[config.mk]
export PLATFORM = sky130hd
export DESIGN_NAME = md_issue_unit
export DESIGN_NICKNAME = d
export VERILOG_FILES = /design/src/rtl/md_pkg.sv /design/src/rtl/md_iter_datapath.sv /design/src/rtl/md_issue_unit.sv
export SDC_FILE = /design/constraint.sdc
export NUM_CORES = 1
export LEC_CHECK = 0
export BUFFER_PORTS_ARGS = -buffer_cell sky130_fd_sc_hd__buf_2
export CAP_MARGIN = 20
export CELL_PAD_IN_SITES_DETAIL_PLACEMENT = 0
export CELL_PAD_IN_SITES_GLOBAL_PLACEMENT = 1
export CORE_MARGIN = 5
export CORE_UTILIZATION = 45
export CTS_CLUSTER_SIZE = 8
export DETAILED_ROUTE_END_ITERATION = 7
export PLACE_DENSITY = 0.88
export SLEW_MARGIN = 20
export SYNTH_ARGS = -nofsm -noshare
export SYNTH_HDL_FRONTEND = slang
export SYNTH_SLANG_ARGS = --single-unit
[constraint.sdc]
create_clock -name clock -period 22.3 [get_ports clock]
set_clock_uncertainty 0.1 [all_clocks]
set_input_delay 5.575 -clock clock [delete_from_list [all_inputs] [get_ports clock]]
set_output_delay 5.575 -clock clock [all_outputs]
set_load 0.02 [all_outputs]
[src/rtl/md_pkg.sv]
// -----------------------------------------------------------------------------
// md_pkg
// Shared definitions for the iterative multiply/divide unit: operand width,
// iteration count, ALU opcodes, FSM state encoding, writeback rstatus codes and
// a two's-complement magnitude helper.
// -----------------------------------------------------------------------------
package md_pkg;

    localparam int MD_WIDTH = 32;
    localparam int MD_ITERS = 32;
    localparam int MD_CNT_W = $clog2(MD_ITERS);

    localparam logic [4:0] ALU_MUL = 5'b00110;
    localparam logic [4:0] ALU_DIV = 5'b00111;

    // Writeback pairs these with o_exception to report the faulting op type.
    localparam logic [3:0] RSTATUS_MUL = 4'd4;
    localparam logic [3:0] RSTATUS_DIV = 4'd5;

    typedef enum logic [1:0] {
        MD_IDLE = 2'd0,
        MD_RUN  = 2'd1,
        MD_DONE = 2'd2
    } md_state_e;

    // Magnitude of a two's-complement value, read as unsigned. INT_MIN maps to
    // 0x80000000, which is its correct unsigned magnitude.
    function automatic logic [MD_WIDTH-1:0] md_abs(input logic [MD_WIDTH-1:0] x);
        return x[MD_WIDTH-1] ? (~x + 1'b1) : x;
    endfunction

endpackage

[src/rtl/md_iter_datapath.sv]
// -----------------------------------------------------------------------------
// md_iter_datapath
// Unsigned magnitude datapath for the multiply/divide unit. Holds the 64-bit
// shift-add accumulator, the quotient and remainder registers and the operand
// they iterate against, and performs one step per enabled cycle.
// Ports:
//   clock, reset      clock and asynchronous active-high reset
//   load_i            capture operand magnitudes (start of an op)
//   step_i            perform one iteration
//   is_mul_i          op type: 1 = multiply, 0 = divide
//   mag_a_i, mag_b_i  operand magnitudes (multiplicand/dividend, multiplier/divisor)
//   prod_nxt_o        accumulator value after the current step (multiply)
//   quo_nxt_o         quotient value after the current step (divide)
// -----------------------------------------------------------------------------
module md_iter_datapath
    import md_pkg::*;
(
    input  logic                    clock,
    input  logic                    reset,
    input  logic                    load_i,
    input  logic                    step_i,
    input  logic                    is_mul_i,
    input  logic [MD_WIDTH-1:0]     mag_a_i,
    input  logic [MD_WIDTH-1:0]     mag_b_i,
    output logic [2*MD_WIDTH-1:0]   prod_nxt_o,
    output logic [MD_WIDTH-1:0]     quo_nxt_o
);

    logic [2*MD_WIDTH-1:0] acc_q, acc_d;
    logic [MD_WIDTH-1:0]   quo_q, quo_d;
    logic [MD_WIDTH-1:0]   rem_q, rem_d;
    logic [MD_WIDTH-1:0]   opnd_q, opnd_d;

    logic [MD_WIDTH:0]     add_sum;
    logic [MD_WIDTH:0]     trial;
    logic [MD_WIDTH:0]     diff;
    logic [MD_WIDTH-1:0]   rem_nxt;

    always_comb begin
        // Multiply: the multiplier sits in the low half and shifts out LSB-first
        // while partial sums enter the high half with their carry.
        add_sum    = {1'b0, acc_q[2*MD_WIDTH-1:MD_WIDTH]}
                   + {1'b0, (acc_q[0] ? opnd_q : '0)};
        prod_nxt_o = {add_sum, acc_q[MD_WIDTH-1:1]};

        // Restoring divide: shift the next dividend bit into the remainder and
        // keep the subtraction only when it does not borrow.
        trial     = {rem_q, quo_q[MD_WIDTH-1]};
        diff      = trial - {1'b0, opnd_q};
        quo_nxt_o = {quo_q[MD_WIDTH-2:0], ~diff[MD_WIDTH]};
        rem_nxt   = diff[MD_WIDTH] ? trial[MD_WIDTH-1:0] : diff[MD_WIDTH-1:0];

        acc_d  = acc_q;
        quo_d  = quo_q;
        rem_d  = rem_q;
        opnd_d = opnd_q;

        if (load_i) begin
            opnd_d = is_mul_i ? mag_a_i : mag_b_i;
            acc_d  = {{MD_WIDTH{1'b0}}, mag_b_i};
            quo_d  = mag_a_i;
            rem_d  = '0;
        end else if (step_i) begin
            if (is_mul_i) begin
                acc_d = prod_nxt_o;
            end else begin
                quo_d = quo_nxt_o;
                rem_d = rem_nxt;
            end
        end
    end

    always_ff @(posedge clock or posedge reset) begin
        if (reset) begin
            acc_q  <= '0;
            quo_q  <= '0;
            rem_q  <= '0;
            opnd_q <= '0;
        end else begin
            acc_q  <= acc_d;
            quo_q  <= quo_d;
            rem_q  <= rem_d;
            opnd_q <= opnd_d;
        end
    end

endmodule

[src/rtl/md_issue_unit.sv]
// -----------------------------------------------------------------------------
// md_issue_unit
// Iterative signed multiply/divide unit feeding the P/W latch. Accepts a MUL or
// DIV start pulse in IDLE or DONE, iterates for a fixed 32 cycles on operand
// magnitudes, then applies the sign fix-up and exception checks and presents
// the result with a one-cycle o_MD_rdy. o_busy stalls the front of the pipe.
// Ports:
//   clock, reset        clock and asynchronous active-high reset
//   i_insn              instruction word captured at start
//   i_op_a, i_op_b      signed operands (multiplicand/dividend, multiplier/divisor)
//   i_mult, i_div       start pulses; multiply wins if both are high
//   o_insn, o_result    completed instruction and 32-bit result (held)
//   o_MD_rdy            one-cycle completion strobe
//   o_exception         mul overflow, divide by zero or INT_MIN/-1 (held)
//   o_busy              high while an op is iterating
// -----------------------------------------------------------------------------
module md_issue_unit
    import md_pkg::*;
(
    input  logic                clock,
    input  logic                reset,
    input  logic [MD_WIDTH-1:0] i_insn,
    input  logic [MD_WIDTH-1:0] i_op_a,
    input  logic [MD_WIDTH-1:0] i_op_b,
    input  logic                i_mult,
    input  logic                i_div,
    output logic [MD_WIDTH-1:0] o_insn,
    output logic [MD_WIDTH-1:0] o_result,
    output logic                o_MD_rdy,
    output logic                o_exception,
    output logic                o_busy
);

    md_state_e             state_q, state_d;
    logic [MD_CNT_W-1:0]   count_q, count_d;
    logic                  busy_q, busy_d;
    logic                  rdy_q, rdy_d;
    logic                  exc_q, exc_d;
    logic [MD_WIDTH-1:0]   insn_q, insn_d;
    logic [MD_WIDTH-1:0]   result_q, result_d;
    logic [MD_WIDTH-1:0]   insn_cap_q, insn_cap_d;
    logic                  is_mul_q, is_mul_d;
    logic                  neg_q, neg_d;
    logic                  divz_q, divz_d;
    logic                  divovf_q, divovf_d;

    logic                  start;
    logic                  last;
    logic                  dp_is_mul;
    logic [2*MD_WIDTH-1:0] prod_mag;
    logic [MD_WIDTH-1:0]   quo_mag;
    logic [2*MD_WIDTH-1:0] prod_s;

    md_iter_datapath u_dp (
        .clock      (clock),
        .reset      (reset),
        .load_i     (start),
        .step_i     (state_q == MD_RUN),
        .is_mul_i   (dp_is_mul),
        .mag_a_i    (md_abs(i_op_a)),
        .mag_b_i    (md_abs(i_op_b)),
        .prod_nxt_o (prod_mag),
        .quo_nxt_o  (quo_mag)
    );

    always_comb begin
        start     = (i_mult | i_div) && (state_q != MD_RUN);
        last      = (state_q == MD_RUN) && (count_q == MD_CNT_W'(MD_ITERS - 1));
        dp_is_mul = start ? i_mult : is_mul_q;
        prod_s    = neg_q ? -prod_mag : prod_mag;

        state_d    = state_q;
        count_d    = count_q;
        busy_d     = busy_q;
        rdy_d      = 1'b0;
        exc_d      = exc_q;
        insn_d     = insn_q;
        result_d   = result_q;
        insn_cap_d = insn_cap_q;
        is_mul_d   = is_mul_q;
        neg_d      = neg_q;
        divz_d     = divz_q;
        divovf_d   = divovf_q;

        unique case (state_q)
            MD_IDLE: begin
                if (start) state_d = MD_RUN;
            end
            MD_RUN: begin
                count_d = count_q + 1'b1;
                if (last) begin
                    state_d = MD_DONE;
                    busy_d  = 1'b0;
                    rdy_d   = 1'b1;
                    insn_d  = insn_cap_q;
                    if (is_mul_q) begin
                        result_d = prod_s[MD_WIDTH-1:0];
                        // The signed product fits 32 bits only if bits [63:31]
                        // are a pure sign extension.
                        exc_d    = ~((&prod_s[2*MD_WIDTH-1:MD_WIDTH-1]) |
                                     ~(|prod_s[2*MD_WIDTH-1:MD_WIDTH-1]));
                    end else if (divz_q) begin
                        result_d = '0;
                        exc_d    = 1'b1;
                    end else if (divovf_q) begin
                        result_d = {1'b1, {(MD_WIDTH-1){1'b0}}};
                        exc_d    = 1'b1;
                    end else begin
                        result_d = neg_q ? -quo_mag : quo_mag;
                        exc_d    = 1'b0;
                    end
                end
            end
            MD_DONE: begin
                state_d = start ? MD_RUN : MD_IDLE;
            end
            default: state_d = MD_IDLE;
        endcase

        // Output registers are left alone on start so a completion strobe in
        // DONE still carries the previous op's values.
        if (start) begin
            count_d    = '0;
            busy_d     = 1'b1;
            insn_cap_d = i_insn;
            is_mul_d   = i_mult;
            neg_d      = i_op_a[MD_WIDTH-1] ^ i_op_b[MD_WIDTH-1];
            divz_d     = (i_op_b == '0);
            divovf_d   = (i_op_a == {1'b1, {(MD_WIDTH-1){1'b0}}}) && (&i_op_b);
        end
    end

    always_ff @(posedge clock or posedge reset) begin
        if (reset) begin
            state_q    <= MD_IDLE;
            count_q    <= '0;
            busy_q     <= 1'b0;
            rdy_q      <= 1'b0;
            exc_q      <= 1'b0;
            insn_q     <= '0;
            result_q   <= '0;
            insn_cap_q <= '0;
            is_mul_q   <= 1'b0;
            neg_q      <= 1'b0;
            divz_q     <= 1'b0;
            divovf_q   <= 1'b0;
        end else begin
            state_q    <= state_d;
            count_q    <= count_d;
            busy_q     <= busy_d;
            rdy_q      <= rdy_d;
            exc_q      <= exc_d;
            insn_q     <= insn_d;
            result_q   <= result_d;
            insn_cap_q <= insn_cap_d;
            is_mul_q   <= is_mul_d;
            neg_q      <= neg_d;
            divz_q     <= divz_d;
            divovf_q   <= divovf_d;
        end
    end

    assign o_insn      = insn_q;
    assign o_result    = result_q;
    assign o_MD_rdy    = rdy_q;
    assign o_exception = exc_q;
    assign o_busy      = busy_q;

endmodule

# Yosys cells after proc, flatten, opt, wreduce, memory -nomap -nowiden

Index checks and enable logic that the tools add are counted.

Bitwise operators: 8
Equality and inequality tests: 8
Mux-type cells: 34
$add $sub $neg: 7
Reduce and logical (&&, ||, !) cells: 16

Operators by type and width:

| cell                                                  | count |
|---|---|
| two-way mux 32 bit                                    | 15 |
| two-way mux 64 bit                                    | 4 |
| adder 32 x 1 -> 32 bit, second input constant         | 2 |
| negation 64 bit                                       | 1 |
| NOT 32 bit                                            | 2 |
| adder 32 x 32 -> 33 bit                               | 1 |
| AND reduction 33 bit                                  | 1 |
| OR reduction 33 bit                                   | 1 |
| subtractor 33 x 32 -> 33 bit                          | 1 |
| == test 32 bit, second input constant                 | 1 |
| zero test 32 bit                                      | 1 |
| negation 32 bit                                       | 1 |
| AND reduction 32 bit                                  | 1 |
| two-way mux 1 bit                                     | 10 |
| two-way mux 5 bit                                     | 2 |
| AND reduction 2 bit                                   | 5 |
| case mux 2 bit (3 select lines)                       | 1 |
| nonzero test 2 bit                                    | 3 |
| adder 5 x 1 -> 5 bit, second input constant           | 1 |
| == test 5 bit, second input constant                  | 1 |
| two-way mux 2 bit                                     | 2 |
| inequality test 2 x 1 -> 1 bit, second input constant | 2 |
| inequality test 2 bit, second input constant          | 2 |
| logical AND 1 bit                                     | 3 |
| other kinds (6)                                       | 9 |

Register bits: 270

# Longest topological paths before layout

Depth after elaboration: 9
Mapped depth: 23

# Cells and area by module

From an unflattened synthesis, not the netlist that was laid out.

Cell total of the unflattened synthesis: 2442
Area, all modules: 19972.9 um2

Modules (own cells, without submodules):

| module           | seq. area each (um2) | area each (um2) | cells an instance | times used |
|---|---|---|---|---|
| md_iter_datapath | 4003.8               | 11469.8         | 1350              | 1 |
| md_issue_unit    | 2752.6               | 8503.2          | 1092              | 1 |

# Least setup slack after synthesis

OpenSTA, ideal clock, no wires.

Path kind: in2reg
Start point: input i_op_a[0]
End point: register u_dp.opnd_q[29]
Stages: 12
Path buffers: 1
Data required time: 22.058 ns
Setup time: 0.142 ns
Slack: 13.946 ns
Arrival time: 8.112 ns
Path through: inv_1 > nand2_1 > or4_1 > or2_2 > nand2b_1 > or2_2 > clkbuf_1 > nand2b_1 > or4_1 > o31ai_1 > xor2_1 > o221ai_1

Word-level cells in the longest chain between the ends: 4

RTL lines:

| element                | RTL line               | source |
|---|---|---|
| from (decl)            | md_issue_unit.sv:23    | `input logic [MD_WIDTH-1:0] i_op_a,` |
| NOT 32 bit             | md_pkg.sv:29           | `return x[MD_WIDTH-1] ? (~x + 1'b1) : x;` |
| adder 32 x 1 -> 32 bit | md_pkg.sv:29           |  |
| two-way mux 32 bit     | md_pkg.sv:29           |  |
| two-way mux 32 bit     | md_iter_datapath.sv:59 | `opnd_d = is_mul_i ? mag_a_i : mag_b_i;` |
| to (signal assigned)   | md_iter_datapath.sv:83 | `opnd_q <= opnd_d;` |
| to (decl)              | md_iter_datapath.sv:32 | `logic [MD_WIDTH-1:0] opnd_q, opnd_d;` |

No other way between the ends.
A chain may end at the register's enable or synchronous reset.

# Worst setup path in the final report

Ends and elaborated chain as after synthesis.

==> reports/qor.yml <==
power:
  p_per_area_nw_per_um2: 167
  p_sw_w: 0.00172
  sw_frac_of_total_pct: 48.6
  seqPwrFrac_pct: 26.8
  combPwrFrac_pct: 57.5
  ir_drop_uv: 170
  clock_power_share_pct: 15.7
  p_leak_nw: 9.62
  internal_power_w: 0.00182
global_routing:
  grt-ovfl-total: 0
  grt_max_degree: 164
  grt_use_total_pct: 26.1
  antenna_found_initial: 12
  grt_pass1_wl_mm: 98.0
  first_global_vias: 17275
timing:
  hold_violations: 0
  setup_viol: 0
  tightest_slew_ns: 1.13
  rsz0062_at_grt: "no"
  drv_slew: 0
  max_freq_ghz: 0.122
  fin_setup_tns_ns: 0
  max_slew_margin_pct: 24.2
  post-route-min-period_ns: 8.23
  final.period_utilization_pct: 36.9
min_path:
  holdPathEnd: "o_insn[17]$_DFFE_PP0P_"
  worstHoldStart: "insn_cap_q[17]$_DFFE_PP0P_"
  hold_depth: 2
  min_path_type: "reg2reg"
detailed_routing:
  firstDrtPassIters: 6
  drc: 0
  drtIter0Drc: 1632
  vias_per_cell: 6.08
  num_vias: 18115
  wl_per_cell_um: 21.0
  routed_wl_mm: 62.5
  ant_nets: 0
final_layout:
  syn2layout_area_growth_pct: 12.0
  layout_commonest_cell: "nand2_1"
  drive_above_1_share_pct: 11.2
  fin_nets: 2600
  stdcell_area_um2: 21200
  final_cell_mix: "nand2_1, dfrtp_1, o21ai_0"
  fin_util_pct: 50.8
job:
  max_cap_viol_count: 0
critical_path:
  cp-end-kind: "flip-flop"
  max_stage_delay_ns: 0.46
  rrSetupSlack_ns: 15.71
  setup.worst_path.start_class: "primary input"
  cp_num_buf_inv: 2
  cp_max_fo: 6
  r2r_start: "u_dp.acc_q[0]$_DFFE_PP0P_"
  worstRegToRegCells: 13
  reg2reg_to: "o_exception$_DFFE_PP0P_"
  cp.arrival_ns: 8.50
  cp_top_family: "simple AND/OR/NAND/NOR gates"
  required_ns: 22.57
  cpMaxStageDelayCell: "or4_1"
  worstPathCellList: "buf_2 -> inv_1 -> nand2_1 -> or4_1 -> or2_2 -> nand2b_1 -> or2_2 -> nand2b_1 -> or4_1 -> o31ai_1 -> xor2_1 -> o221ai_1"
  setup.worst_path.class: "in2reg"
clocking:
  ctsHoldBuffers: 0
  cts-root-buf: "clkbuf_16"
  post-cts-setup-buffers: 0
  post_cts_resized: 0
  htreeDepth: 2
  clock_sinks: 270
  path_clk_slew_ns: 0.05
  clk_latency_ns: 0.55
  cts_tree: "yes"
  clk_path_buf_depth: 3
  numCtsBuffers: 40
floorplan:
  die-area_um2: 46300
  fp.dieH_um: 215
  io_pins: 167
  start_util_pct: 45.4
  chipWidth_um: 215
  placementRows: 75
  core-area_um2: 41800
placement:
  dpl.hpwl_mm: 46.1
  place_area_um2: 20100
  globalplace.congestion: 0.953
  port_buffers: 166
synthesis:
  synth_edf_count: 0
  async_reset_ff_share_pct: 100
  synthDistinctLibCells: 81
  synth_seq_area_share_pct: 35.7
  synthFlopType: "dfrtp_1"
  netlist_area_um2: 18900
  ys_ff_latch: 270
  ys_warn_count: 0
  synth_fp_nets: 2512
  syn-instance-count: 2339
  avgSynthCellArea_um2: 8.10
outcome:
  outcome: "complete, no violations"
cell type report:
| type | count | area (um2) |
|---|---|---|
| clock inverter | 5 | 80.1 |
| sequential | 270 | 6760 |
| clock buffer | 44 | 1020 |
| inverter | 62 | 240 |
| tap | 539 | 674 |
| timing repair buffer | 183 | 971 |
| antenna | 6 | 15.0 |
| fill | 3980 | 20500 |
| multi-input combinational | 1870 | 11500 |
synthesized netlist by cell type, drive strengths merged, types with 36 or more instances:
master	n	area share, %
nand2	472	9.4
xor2	82	3.8
o31ai	39	1.6
and2	40	1.3
o21ai	186	5.0
a21oi	128	3.4
xnor2	106	4.9
nor2	160	3.2
clkbuf	113	2.2
dfrtp	270	36
nand3	36	0.98
inv	62	1.2
ha	71	4.7
cells by family after synthesis:
| logic type | count (synthesis) | share of synthesized area (%) |
|---|---|---|
| and+or+nand+nor | 952 | 23.2 |
| AOI/OAI and AO/OA | 623 | 21.7 |
| buffers and inverters | 199 | 4.03 |
| muxes | 34 | 1.81 |
| adders and majority gates | 73 | 4.90 |
| xor gates and xnor gates | 188 | 8.69 |
| DFF | 270 | 35.7 |
worst register-to-register path, cell delays in order, from the launching register on:
cell and delay, ns:
dfrtp_1 0.93, and2_1 0.26, ha_1 0.26, fa_1 0.61
or4_1 0.58, nor4_1 0.66, and4_1 0.37, nand4b_1 0.44
or4_1 0.85, nor4_1 0.26, o211ai_1 0.12, a2111oi_0 0.66
a41o_1 0.27, o31ai_1 0.06
power by group through the flow:
stage          sequential [W]  clock [W]  combinational (W)
3_3_place_gp         0.000939          0            0.00195
3_5_place_dp         0.000946          0            0.00200
2_1_floorplan        0.000910          0            0.00148
6_report             0.000949   0.000554            0.00203
5_1_grt              0.000975   0.000585            0.00225
4_1_cts              0.000940   0.000565            0.00201
metal layers:
metal / share of wire, % / up-vias / global-route usage (%)
li1: - / 8506 / -
met1: 43 / 8756 / 36.2
met2: 45 / 690 / 40.6
met3: 8.0 / 155 / 4.78
met4: 4.1 / 8 / 10.5
met5: 0.080 / - / 0
how the worst max path moves through the flow:
stage          startpoint                          end  slack, ns  cells past startpoint
2_1_floorplan       reset       count_q[0]$_DFFE_PP0P_       9.19                      1
3_5_place_dp    i_op_a[0]  u_dp.opnd_q[29]$_DFFE_PP0P_      13.58                     12
4_1_cts         i_op_a[0]  u_dp.opnd_q[29]$_DFFE_PP0P_      14.11                     12
6_report        i_op_a[0]  u_dp.opnd_q[29]$_DFFE_PP0P_      14.07                     12
5_1_grt         i_op_a[0]  u_dp.opnd_q[29]$_DFFE_PP0P_      13.92                     12
3_3_place_gp    i_op_a[0]  u_dp.opnd_q[29]$_DFFE_PP0P_      13.63                     12
sequential cells by signal (all words and copies together) (netlist names):
signal       count
count_q          5
divovf_q         1
divz_q           1
insn_cap_q      32
is_mul_q         1
neg_q            1
o_MD_rdy         1
o_busy           1
o_exception      1
o_insn          32
o_result        32
state_q          2
u_dp.acc_q      64
u_dp.opnd_q     32
u_dp.quo_q      32
u_dp.rem_q      32
metrics by stage:
stage                     total power (W)  instances  hold WS, ns  worst slack (ns)
after CTS                         0.00352       2973        0.360             14.11
after global routing              0.00381       2977        0.394             13.92
after detailed placement          0.00294       2924        0.350             13.58
after floorplan                   0.00239       2339        0.339              9.19
final                             0.00354       2979        0.360             14.07
after global placement            0.00289       2924        0.347             13.63
No activity file was read; power rests on OpenSTA's default activity.
